## src/rtl/regfile_read_stage_if.sv

```systemverilog
// regfile_read_stage_if: decode-slot handshake, operand sources and the D->E register outputs.
// Latency: none; this is a bundle of wires.
// Backpressure: in_ready/load_use_stall travel upstream and stall_in comes in from downstream.
interface regfile_read_stage_if #(
  parameter int W = 32
);
  // Decode slot
  logic         in_valid;
  logic         in_ready;
  logic [3:0]   icode;
  logic [3:0]   srcA;
  logic [3:0]   srcB;
  logic [3:0]   dstE;
  logic [3:0]   dstM;
  logic [W-1:0] valC;
  // Register file contents
  logic [W-1:0] r0;
  logic [W-1:0] r1;
  logic [W-1:0] r2;
  logic [W-1:0] r3;
  logic [W-1:0] r4;
  logic [W-1:0] r5;
  // In-flight results from later stages
  logic [3:0]   e_dstE;
  logic [W-1:0] e_valE;
  logic [3:0]   M_dstM;
  logic [W-1:0] m_valM;
  logic [3:0]   M_dstE;
  logic [W-1:0] M_valE;
  logic [3:0]   W_dstM;
  logic [W-1:0] W_valM;
  logic [3:0]   W_dstE;
  logic [W-1:0] W_valE;
  // Downstream freeze
  logic         stall_in;
  // D->E pipeline register
  logic         E_valid;
  logic [3:0]   E_icode;
  logic [W-1:0] E_valA;
  logic [W-1:0] E_valB;
  logic [W-1:0] E_valC;
  logic [3:0]   E_srcA;
  logic [3:0]   E_srcB;
  logic [3:0]   E_dstE;
  logic [3:0]   E_dstM;
  logic         load_use_stall;

  modport master (
    output in_valid, icode, srcA, srcB, dstE, dstM, valC,
    output r0, r1, r2, r3, r4, r5,
    output e_dstE, e_valE, M_dstM, m_valM, M_dstE, M_valE,
    output W_dstM, W_valM, W_dstE, W_valE, stall_in,
    input  in_ready, load_use_stall,
    input  E_valid, E_icode, E_valA, E_valB, E_valC, E_srcA, E_srcB, E_dstE, E_dstM
  );

  modport slave (
    input  in_valid, icode, srcA, srcB, dstE, dstM, valC,
    input  r0, r1, r2, r3, r4, r5,
    input  e_dstE, e_valE, M_dstM, m_valM, M_dstE, M_valE,
    input  W_dstM, W_valM, W_dstE, W_valE, stall_in,
    output in_ready, load_use_stall,
    output E_valid, E_icode, E_valA, E_valB, E_valC, E_srcA, E_srcB, E_dstE, E_dstM
  );
endinterface

```

## src/rtl/regfile_read_stage.sv

```systemverilog
// regfile_read_stage: selects operands (register file or forwarded results) and loads the D->E register.
// Latency: one cycle from acceptance to E_*; in_ready and load_use_stall are combinational.
// Backpressure: stall_in freezes E; a hazard drops in_ready and loads a bubble so decode re-presents.
// Build option REGREAD_FORWARD_EN: when defined, forwarding plus a single-cycle load-use stall;
// when undefined, operands come only from the register file and the stage stalls while any
// in-flight write still targets a source register.
module regfile_read_stage #(
  parameter int         W     = 32,
  parameter logic [3:0] RNONE = 4'hF
) (
  input logic clock,
  input logic reset,
  regfile_read_stage_if.slave bus
);
  localparam logic [3:0] INOP = 4'h1;

  typedef struct packed {
    logic         valid;
    logic [3:0]   icode;
    logic [3:0]   srcA;
    logic [3:0]   srcB;
    logic [3:0]   dstE;
    logic [3:0]   dstM;
    logic [W-1:0] valA;
    logic [W-1:0] valB;
    logic [W-1:0] valC;
  } ereg_t;

  localparam ereg_t BUBBLE = '{valid: 1'b0, icode: INOP, srcA: RNONE, srcB: RNONE,
                               dstE: RNONE, dstM: RNONE, valA: '0, valB: '0, valC: '0};

  ereg_t        e_q;
  ereg_t        e_d;
  logic [W-1:0] rf [0:7];
  logic [W-1:0] rf_a;
  logic [W-1:0] rf_b;
  logic [W-1:0] val_a;
  logic [W-1:0] val_b;
  logic         lus;

  // A source matches a destination only when it names a real register.
  function automatic logic hit(input logic [3:0] src, input logic [3:0] dst);
    return (src != RNONE) && (src == dst);
  endfunction

  // IDs 6-7 read as zero; IDs 8-15 are rejected before indexing.
  assign rf[0] = bus.r0;
  assign rf[1] = bus.r1;
  assign rf[2] = bus.r2;
  assign rf[3] = bus.r3;
  assign rf[4] = bus.r4;
  assign rf[5] = bus.r5;
  assign rf[6] = '0;
  assign rf[7] = '0;

  assign rf_a = (bus.srcA <= 4'd5) ? rf[bus.srcA[2:0]] : '0;
  assign rf_b = (bus.srcB <= 4'd5) ? rf[bus.srcB[2:0]] : '0;

`ifdef REGREAD_FORWARD_EN
  // Slot 0 is the highest priority: e_dstE, M_dstM, M_dstE, W_dstM, W_dstE.
  logic [5*4-1:0] fwd_ids;
  logic [5*W-1:0] fwd_vals;

  assign fwd_ids  = {bus.W_dstE, bus.W_dstM, bus.M_dstE, bus.M_dstM, bus.e_dstE};
  assign fwd_vals = {bus.W_valE, bus.W_valM, bus.M_valE, bus.m_valM, bus.e_valE};

  // Walk from lowest to highest priority so the first match in priority order wins.
  function automatic logic [W-1:0] pick(input logic [3:0] src, input logic [W-1:0] rfv,
                                        input logic [5*4-1:0] ids, input logic [5*W-1:0] vals);
    logic [W-1:0] r;
    r = rfv;
    for (int i = 4; i >= 0; i--) begin
      if (hit(src, ids[i*4 +: 4])) r = vals[i*W +: W];
    end
    return r;
  endfunction

  assign val_a = pick(bus.srcA, rf_a, fwd_ids, fwd_vals);
  assign val_b = pick(bus.srcB, rf_b, fwd_ids, fwd_vals);

  // Only a load sitting in E cannot be forwarded yet; one bubble lets it reach M.
  assign lus = bus.in_valid && e_q.valid && (e_q.dstM != RNONE) &&
               ((e_q.dstM == bus.srcA) || (e_q.dstM == bus.srcB));
`else
  logic [6*4-1:0] pend_ids;
  logic           unused_fwd;

  // Every pending writer, with E slots masked by E_valid.
  assign pend_ids = {bus.W_dstM, bus.W_dstE, bus.M_dstM, bus.M_dstE,
                     e_q.valid ? e_q.dstM : RNONE, e_q.valid ? e_q.dstE : RNONE};

  function automatic logic any_hit(input logic [3:0] src, input logic [6*4-1:0] ids);
    logic h;
    h = 1'b0;
    for (int i = 0; i < 6; i++) begin
      if (hit(src, ids[i*4 +: 4])) h = 1'b1;
    end
    return h;
  endfunction

  assign val_a = rf_a;
  assign val_b = rf_b;
  assign lus   = bus.in_valid && (any_hit(bus.srcA, pend_ids) || any_hit(bus.srcB, pend_ids));

  // Forwarded values have no consumer without the bypass network.
  assign unused_fwd = ^{bus.e_dstE, bus.e_valE, bus.m_valM, bus.M_valE, bus.W_valM, bus.W_valE};
`endif

  assign bus.load_use_stall = lus;
  assign bus.in_ready       = !bus.stall_in && !lus;

  // Next E contents: freeze, bubble on hazard, load on valid, bubble when idle.
  always_comb begin
    e_d = e_q;
    if (bus.stall_in) begin
      e_d = e_q;
    end else if (lus) begin
      e_d = BUBBLE;
    end else if (bus.in_valid) begin
      e_d.valid = 1'b1;
      e_d.icode = bus.icode;
      e_d.srcA  = bus.srcA;
      e_d.srcB  = bus.srcB;
      e_d.dstE  = bus.dstE;
      e_d.dstM  = bus.dstM;
      e_d.valA  = val_a;
      e_d.valB  = val_b;
      e_d.valC  = bus.valC;
    end else begin
      e_d = BUBBLE;
    end
  end

  // E register; reset loads a NOP bubble immediately.
  always_ff @(posedge clock or posedge reset) begin
    if (reset) e_q <= BUBBLE;
    else       e_q <= e_d;
  end

  assign bus.E_valid = e_q.valid;
  assign bus.E_icode = e_q.icode;
  assign bus.E_srcA  = e_q.srcA;
  assign bus.E_srcB  = e_q.srcB;
  assign bus.E_dstE  = e_q.dstE;
  assign bus.E_dstM  = e_q.dstM;
  assign bus.E_valA  = e_q.valA;
  assign bus.E_valB  = e_q.valB;
  assign bus.E_valC  = e_q.valC;
endmodule

```

## src/flat_wrapper.sv

```systemverilog
// flat-port wrapper written by rule: the top's interface ports become plain ports
module regfile_read_stage_flat 
#(
  parameter int         W     = 32,
  parameter logic [3:0] RNONE = 4'hF
)
  (clock, reset, bus_in_valid, bus_icode, bus_srcA, bus_srcB, bus_dstE, bus_dstM, bus_valC, bus_r0, bus_r1, bus_r2, bus_r3, bus_r4, bus_r5, bus_e_dstE, bus_e_valE, bus_M_dstM, bus_m_valM, bus_M_dstE, bus_M_valE, bus_W_dstM, bus_W_valM, bus_W_dstE, bus_W_valE, bus_stall_in, bus_in_ready, bus_load_use_stall, bus_E_valid, bus_E_icode, bus_E_valA, bus_E_valB, bus_E_valC, bus_E_srcA, bus_E_srcB, bus_E_dstE, bus_E_dstM);
  regfile_read_stage_if #(.W(W)) bus_i ();
  input logic clock;
  input logic reset;
  input wire logic [$bits(bus_i.in_valid)-1:0] bus_in_valid;
  input wire logic [$bits(bus_i.icode)-1:0] bus_icode;
  input wire logic [$bits(bus_i.srcA)-1:0] bus_srcA;
  input wire logic [$bits(bus_i.srcB)-1:0] bus_srcB;
  input wire logic [$bits(bus_i.dstE)-1:0] bus_dstE;
  input wire logic [$bits(bus_i.dstM)-1:0] bus_dstM;
  input wire logic [$bits(bus_i.valC)-1:0] bus_valC;
  input wire logic [$bits(bus_i.r0)-1:0] bus_r0;
  input wire logic [$bits(bus_i.r1)-1:0] bus_r1;
  input wire logic [$bits(bus_i.r2)-1:0] bus_r2;
  input wire logic [$bits(bus_i.r3)-1:0] bus_r3;
  input wire logic [$bits(bus_i.r4)-1:0] bus_r4;
  input wire logic [$bits(bus_i.r5)-1:0] bus_r5;
  input wire logic [$bits(bus_i.e_dstE)-1:0] bus_e_dstE;
  input wire logic [$bits(bus_i.e_valE)-1:0] bus_e_valE;
  input wire logic [$bits(bus_i.M_dstM)-1:0] bus_M_dstM;
  input wire logic [$bits(bus_i.m_valM)-1:0] bus_m_valM;
  input wire logic [$bits(bus_i.M_dstE)-1:0] bus_M_dstE;
  input wire logic [$bits(bus_i.M_valE)-1:0] bus_M_valE;
  input wire logic [$bits(bus_i.W_dstM)-1:0] bus_W_dstM;
  input wire logic [$bits(bus_i.W_valM)-1:0] bus_W_valM;
  input wire logic [$bits(bus_i.W_dstE)-1:0] bus_W_dstE;
  input wire logic [$bits(bus_i.W_valE)-1:0] bus_W_valE;
  input wire logic [$bits(bus_i.stall_in)-1:0] bus_stall_in;
  output wire logic [$bits(bus_i.in_ready)-1:0] bus_in_ready;
  output wire logic [$bits(bus_i.load_use_stall)-1:0] bus_load_use_stall;
  output wire logic [$bits(bus_i.E_valid)-1:0] bus_E_valid;
  output wire logic [$bits(bus_i.E_icode)-1:0] bus_E_icode;
  output wire logic [$bits(bus_i.E_valA)-1:0] bus_E_valA;
  output wire logic [$bits(bus_i.E_valB)-1:0] bus_E_valB;
  output wire logic [$bits(bus_i.E_valC)-1:0] bus_E_valC;
  output wire logic [$bits(bus_i.E_srcA)-1:0] bus_E_srcA;
  output wire logic [$bits(bus_i.E_srcB)-1:0] bus_E_srcB;
  output wire logic [$bits(bus_i.E_dstE)-1:0] bus_E_dstE;
  output wire logic [$bits(bus_i.E_dstM)-1:0] bus_E_dstM;
  assign bus_i.in_valid = bus_in_valid;
  assign bus_i.icode = bus_icode;
  assign bus_i.srcA = bus_srcA;
  assign bus_i.srcB = bus_srcB;
  assign bus_i.dstE = bus_dstE;
  assign bus_i.dstM = bus_dstM;
  assign bus_i.valC = bus_valC;
  assign bus_i.r0 = bus_r0;
  assign bus_i.r1 = bus_r1;
  assign bus_i.r2 = bus_r2;
  assign bus_i.r3 = bus_r3;
  assign bus_i.r4 = bus_r4;
  assign bus_i.r5 = bus_r5;
  assign bus_i.e_dstE = bus_e_dstE;
  assign bus_i.e_valE = bus_e_valE;
  assign bus_i.M_dstM = bus_M_dstM;
  assign bus_i.m_valM = bus_m_valM;
  assign bus_i.M_dstE = bus_M_dstE;
  assign bus_i.M_valE = bus_M_valE;
  assign bus_i.W_dstM = bus_W_dstM;
  assign bus_i.W_valM = bus_W_valM;
  assign bus_i.W_dstE = bus_W_dstE;
  assign bus_i.W_valE = bus_W_valE;
  assign bus_i.stall_in = bus_stall_in;
  assign bus_in_ready = bus_i.in_ready;
  assign bus_load_use_stall = bus_i.load_use_stall;
  assign bus_E_valid = bus_i.E_valid;
  assign bus_E_icode = bus_i.E_icode;
  assign bus_E_valA = bus_i.E_valA;
  assign bus_E_valB = bus_i.E_valB;
  assign bus_E_valC = bus_i.E_valC;
  assign bus_E_srcA = bus_i.E_srcA;
  assign bus_E_srcB = bus_i.E_srcB;
  assign bus_E_dstE = bus_i.E_dstE;
  assign bus_E_dstM = bus_i.E_dstM;
  regfile_read_stage #(.W(W), .RNONE(RNONE)) u_core (.clock(clock), .reset(reset), .bus(bus_i));
endmodule
```

## config.mk

```make
export PLATFORM = sky130hd
export DESIGN_NAME = regfile_read_stage_flat
export DESIGN_NICKNAME = d
export VERILOG_FILES = /design/src/rtl/regfile_read_stage_if.sv /design/src/rtl/regfile_read_stage.sv /design/src/flat_wrapper.sv
export SDC_FILE = /design/constraint.sdc
export NUM_CORES = 1
export LEC_CHECK = 0
export ABC_AREA = 1
export CORE_AREA = 2 2 214 216
export DETAILED_ROUTE_END_ITERATION = 10
export DIE_AREA = 0 0 216 218
export HOLD_SLACK_MARGIN = 0.05
export SLEW_MARGIN = 20
export SYNTH_ARGS = -nofsm -noshare
export SYNTH_HDL_FRONTEND = slang
export SYNTH_SLANG_ARGS = --single-unit
```

## constraint.sdc

```tcl
create_clock -name clock -period 9.4 [get_ports clock]
set_input_delay 1.88 -clock clock [delete_from_list [all_inputs] [get_ports clock]]
set_output_delay 1.88 -clock clock [all_outputs]
set_load 0.1 [all_outputs]
```

* Word level (Yosys, flattened, before mapping)
Cells that the tools add are included.
** Storage, ports and cells
- Output and inout port bits :: 119
- Word-level logic and storage cells :: 70
- Bits of input ports :: 428
- Register bits after elaboration :: 117
** Operators by class
- Equality and inequality tests :: 14
- Bitwise operators :: 2
- $lt $le $gt $ge :: 4
- Reductions and logical operators :: 17
- Multiplexer cells :: 24
** Operator list (number)
- 117-bit two-way mux :: 2
- 32-bit binary-select mux with 3-bit select :: 2
- 32-bit two-way mux :: 6
- 4-bit == test :: 12
- 1-bit logical AND :: 14
- 1-bit two-way mux :: 12
- 4-bit >= comparator, second input constant :: 2
- 4-bit by 3-bit less-or-equal comparator with 1-bit output, second input constant :: 2
- 4-bit two-way mux :: 2
- 4-bit inequality test, second input constant :: 2
- 3-bit NOT with 4-bit output :: 2
- 1-bit zero test :: 2
- 1-bit logical OR :: 1

* Depth between registers and ports, before layout
- Depth in word-level cells :: 13
- Mapped depth :: 16
- Gate-level depth less buffers :: 13

* Worst setup path before layout
No wires, ideal clock.
- Kind :: input-to-output
- Start point :: input bus_srcB[1]
- End point :: output bus_in_ready
- Stages :: 13
- Arrival :: 5.185 ns
- Setup slack :: 2.335 ns
- Path through :: buf_4 -> inv_4 -> buf_6 -> nand2_1 -> nand2_1 -> nor2_1 -> nand2_1 -> nand2_1 -> inv_1 -> nand2_1 -> nand2_2 -> a21oi_1 -> nor2_1
** Between the ends
- Longest elaborated chain between the ends :: 12
- Elaborated cells on any way between the ends :: 23
- Those cells by class :: eq/ne: 7; mux: 6; reduce/logical: 10
** RTL lines
- from (decl) :: RTL line flat_wrapper.sv:14 : input wire logic [$bits(bus_i.srcB)-1:0] bus_srcB;
- 4-bit inequality test or 4-bit == test (tied branches) :: RTL line regfile_read_stage.sv:43 : return (src != RNONE) && (src == dst);
- 1-bit logical AND :: RTL line regfile_read_stage.sv:43
- 1-bit two-way mux (5 in a row) :: RTL line regfile_read_stage.sv:96 : if (hit(src, ids[i*4 +: 4])) h = 1'b1;
- 1-bit two-way mux (*) :: RTL line regfile_read_stage.sv:96
- 1-bit logical OR (*) :: RTL line regfile_read_stage.sv:103 : assign lus = bus.in_valid && (any_hit(bus.srcA, pend_ids) || any_hit(bus.srcB, pend_ids));
- 1-bit logical AND (*) :: RTL line regfile_read_stage.sv:103
- via bus_load_use_stall :: RTL line flat_wrapper.sv:36 : output wire logic [$bits(bus_i.load_use_stall)-1:0] bus_load_use_stall;
- 1-bit zero test (*) :: RTL line regfile_read_stage.sv:110 : assign bus.in_ready = !bus.stall_in && !lus;
- 1-bit logical AND (*) :: RTL line regfile_read_stage.sv:110
- to (decl) :: RTL line flat_wrapper.sv:35 : output wire logic [$bits(bus_i.in_ready)-1:0] bus_in_ready;
Mark *: on every way through the listed nets, which the timed path passes. The rest lies on a longest branch.

* Worst setup path in the final report
- Start point :: input bus_srcA[1]
- End point :: output bus_load_use_stall
** Between the ends
- Longest elaborated chain between the ends :: 10
- Elaborated cells on any way between the ends :: 21
- Those cells by class :: eq/ne: 7; mux: 6; reduce/logical: 8
** RTL lines
- from (decl) :: RTL line flat_wrapper.sv:13 : input wire logic [$bits(bus_i.srcA)-1:0] bus_srcA;
- 4-bit inequality test or 4-bit == test (tied branches) :: RTL line regfile_read_stage.sv:43
- 1-bit logical AND :: RTL line regfile_read_stage.sv:43
- 1-bit two-way mux (5 in a row) :: RTL line regfile_read_stage.sv:96
- 1-bit two-way mux (*) :: RTL line regfile_read_stage.sv:96
- 1-bit logical OR (*) :: RTL line regfile_read_stage.sv:103
- 1-bit logical AND (*) :: RTL line regfile_read_stage.sv:103
- to (decl) :: RTL line flat_wrapper.sv:36
Every way passes the cells marked *; elsewhere a longest branch is shown, timed or not.

==> flow_summary.toml <==
[global_routing]
antenna_found_initial = 15
grt_max_degree = 97
grt_pass1_vias = 10385
grt_pass1_wl_um = 65800
grt_use_total_pct = 18.6
grt_overflow = 0

[timing]
hold_violations = 0
tns_ns = 0
period_share_pct = 76.8
max_freq_mhz = 138
slew_headroom_pct = 26.2
maxSlewViolCount = 0
worst_pin_slew_ns = 1.10
rsz0062_at_grt = "false"
final.setup_skew_ns = 0.0109
setup_viol = 0
post-route-min-period_ns = 7.22

[setup_path]
rrSetupSlack_ns = 6.20
cp_max_fo = 41
r2r-end = "u_core.bus.E_valC[17]"
path_cells = "buf_2, inv_2, nand2_1, nand2_1, nor2_1, nand2_1, nand2_1, nor2_1, nand2_1, nand2_2, a21oi_1, clkdlybuf4s50_1"
slowest_stage = "clkdlybuf4s50_1"
arrival_ns = 5.34
cpMostUsedCell = "nand2_1"
worst_r2r_path_depth = 13
worst-setup-path-type = "input pin to output port"
slowest_delay_ns = 1.18
worst_setup_path_start_kind = "input pin"
endpoint_kind = "output port"
cp.required_ns = 7.52
r2r_start = "u_core.bus.E_valid"

[worst_hold_path]
hold_depth = 2
whs_endpoint = "u_core.bus.E_valB[7]"
hp-class = "register to register"
min_from = "u_core.bus.E_valB[7]"

[floorplanning]
start_util_pct = 19.9
die-area_sq_um = 47100
ioPinCount = 547
die-height_um = 218
die_w_um = 216
core_sq_um = 44900
num_rows = 78

[placed_design]
dp_hpwl_um = 32900
place_area_sq_um = 13100
io_buffer_count = 382
gp_congestion = 0.889

[routing]
avgRoutedWirePerCell_um = 19.0
met1_length_um = 22000
wl_met2_um = 18400
num_vias = 10767
drt_iter0_drc = 808
met3_length_um = 3210
top_layer = "met5"
avgViaCountPerCell = 4.58
ant_nets = 0
drc = 0
routed_wirelength_um = 44700
first_pass_iters = 5

[clock_network]
cts.sinks = 117
clkTransAtPathRegs_ns = 0.06
postCtsHoldBufs = 0
clockBufferDepth = 2
clock_latency_ns = 0.44
cts_setup_buffers = 0
cts_tree = "yes"
clockRootBuffer = "clkbuf_16"
cts_max_level = 4
numCtsBuffers = 17
cts_resized = 0

[logic_synthesis]
yosysTopAreaCell = "dfrtp_1"
syn_nets = 1854
synth.top_cell.area_share_pct = 28.0
synth_cell_types = 28
synthTopCellsByArea = "dfrtp_1, nand2_1, o21ai_0, a21oi_1, inv_1"
synth_seq_cells = 117
synthArstFlopShare_pct = 100
ys_warn_count = 0
syn_area_sq_um = 8950
syn_inst = 1426
syn_area_per_cell_sq_um = 6.28
synth_edf_count = 0
synth_top_flop_cell = "dfrtp_1"
ys_seq_area_share_pct = 32.9

[power_and_ir_drop]
p_total_uw = 1980
ir_worst_vdd_v = 0.000125
p_leak_uw = 0.00604
power_density_nw_per_um2 = 145

[final_layout]
fin_area_sq_um = 13700
drive_gt1_share_pct = 7.17
final_common_cell = "clkdlybuf4s50_1"
multiInputGateArea_sq_um = 4820
final_cell_mix = "clkdlybuf4s50_1, nand2_1, o21ai_0"
area_growth_pct = 52.7
fin_nets = 2159
seqCellArea_sq_um = 2950
fill_cells = 4833

[run]
cap_violations = 0

[status]
status = "finished clean"
[Yosys cell counts (17+ instances only)]
cell type	n
a21oi_1	163
clkbuf_1	57
a22oi_1	24
a211oi_1	18
dfrtp_1	100
nand2_1	363
o21ai_0	238
dfstp_2	17
nor2_1	119
buf_2	28
nor2_2	35
inv_1	166
[state kept, by name (all words and copies together), names as in the netlist]
name,count
u_core.bus.E_srcA,4
u_core.bus.E_icode,4
u_core.bus.E_dstE,4
u_core.bus.E_valB,32
u_core.bus.E_dstM,4
u_core.bus.E_valid,1
u_core.bus.E_valA,32
u_core.bus.E_valC,32
u_core.bus.E_srcB,4
[layer usage]
layer | vias up | global-route usage (%)
li1 | 5216 | -
met1 | 4973 | 27.4
met2 | 501 | 26.1
met3 | 67 | 4.41
met4 | 10 | 6.51
met5 | - | 0
[per-stage QoR]
stage	hold WS (ns)	cells	setup slack (ns)	util, %
floorplan	0.753	1426	2.34	-
global placement	0.462	2312	2.13	29.1
detailed placement	0.468	2312	2.11	29.1
CTS	0.482	2344	2.10	30.4
global route	0.503	2350	1.97	30.5
finish	0.478	2351	2.18	30.5
[logic make-up (layout without fill, tap and decap cells)]
kind of cell	after synthesis	in the layout	share of synthesized area [%]
XOR/XNOR	10	10	0.978
other	0	7	0
AO/OA/AOI/OAI	481	481	29.0
buffers and inverters	282	600	13.2
AND/OR/NAND/NOR	536	536	23.9
flip-flops	117	117	32.9
[worst max-delay path, delay by kind of cell]
| family | cells | cell delay (ns) |
|---|---|---|
| buffers and inverters | 3 | 2.48 |
| AOI/OAI and AO/OA | 1 | 0.23 |
| and+or+nand+nor | 8 | 0.71 |
[worst max path at each step]
stage	startpoint	end	slack [ns]	cells past startpoint
after global placement	bus_srcA[1]	bus_load_use_stall	2.13	12
after detailed placement	bus_srcA[1]	bus_load_use_stall	2.11	12
final	bus_srcA[1]	bus_load_use_stall	2.18	12
after global routing	bus_srcA[1]	bus_load_use_stall	1.97	12
after CTS	bus_srcA[1]	bus_load_use_stall	2.10	12
after floorplan	bus_srcB[1]	bus_in_ready	2.34	13
[report_power, final]
part	switching, uW	leakage (uW)	internal [uW]
combinational	527	0.00421	231
clock	255	0.000278	402
sequential	23.8	0.00155	542
total	806	0.00604	1180
[final cells by class]
type / count / area share (%)
clock inverter: 12 / 0.933
multi-input combinational: 1027 / 35.3
antenna: 7 / 0.128
tap: 600 / 5.49
timing repair buffer: 395 / 28.5
inverter: 173 / 4.79
clock buffer: 20 / 3.34
sequential: 117 / 21.6
(Power assumes the default switching activity.)
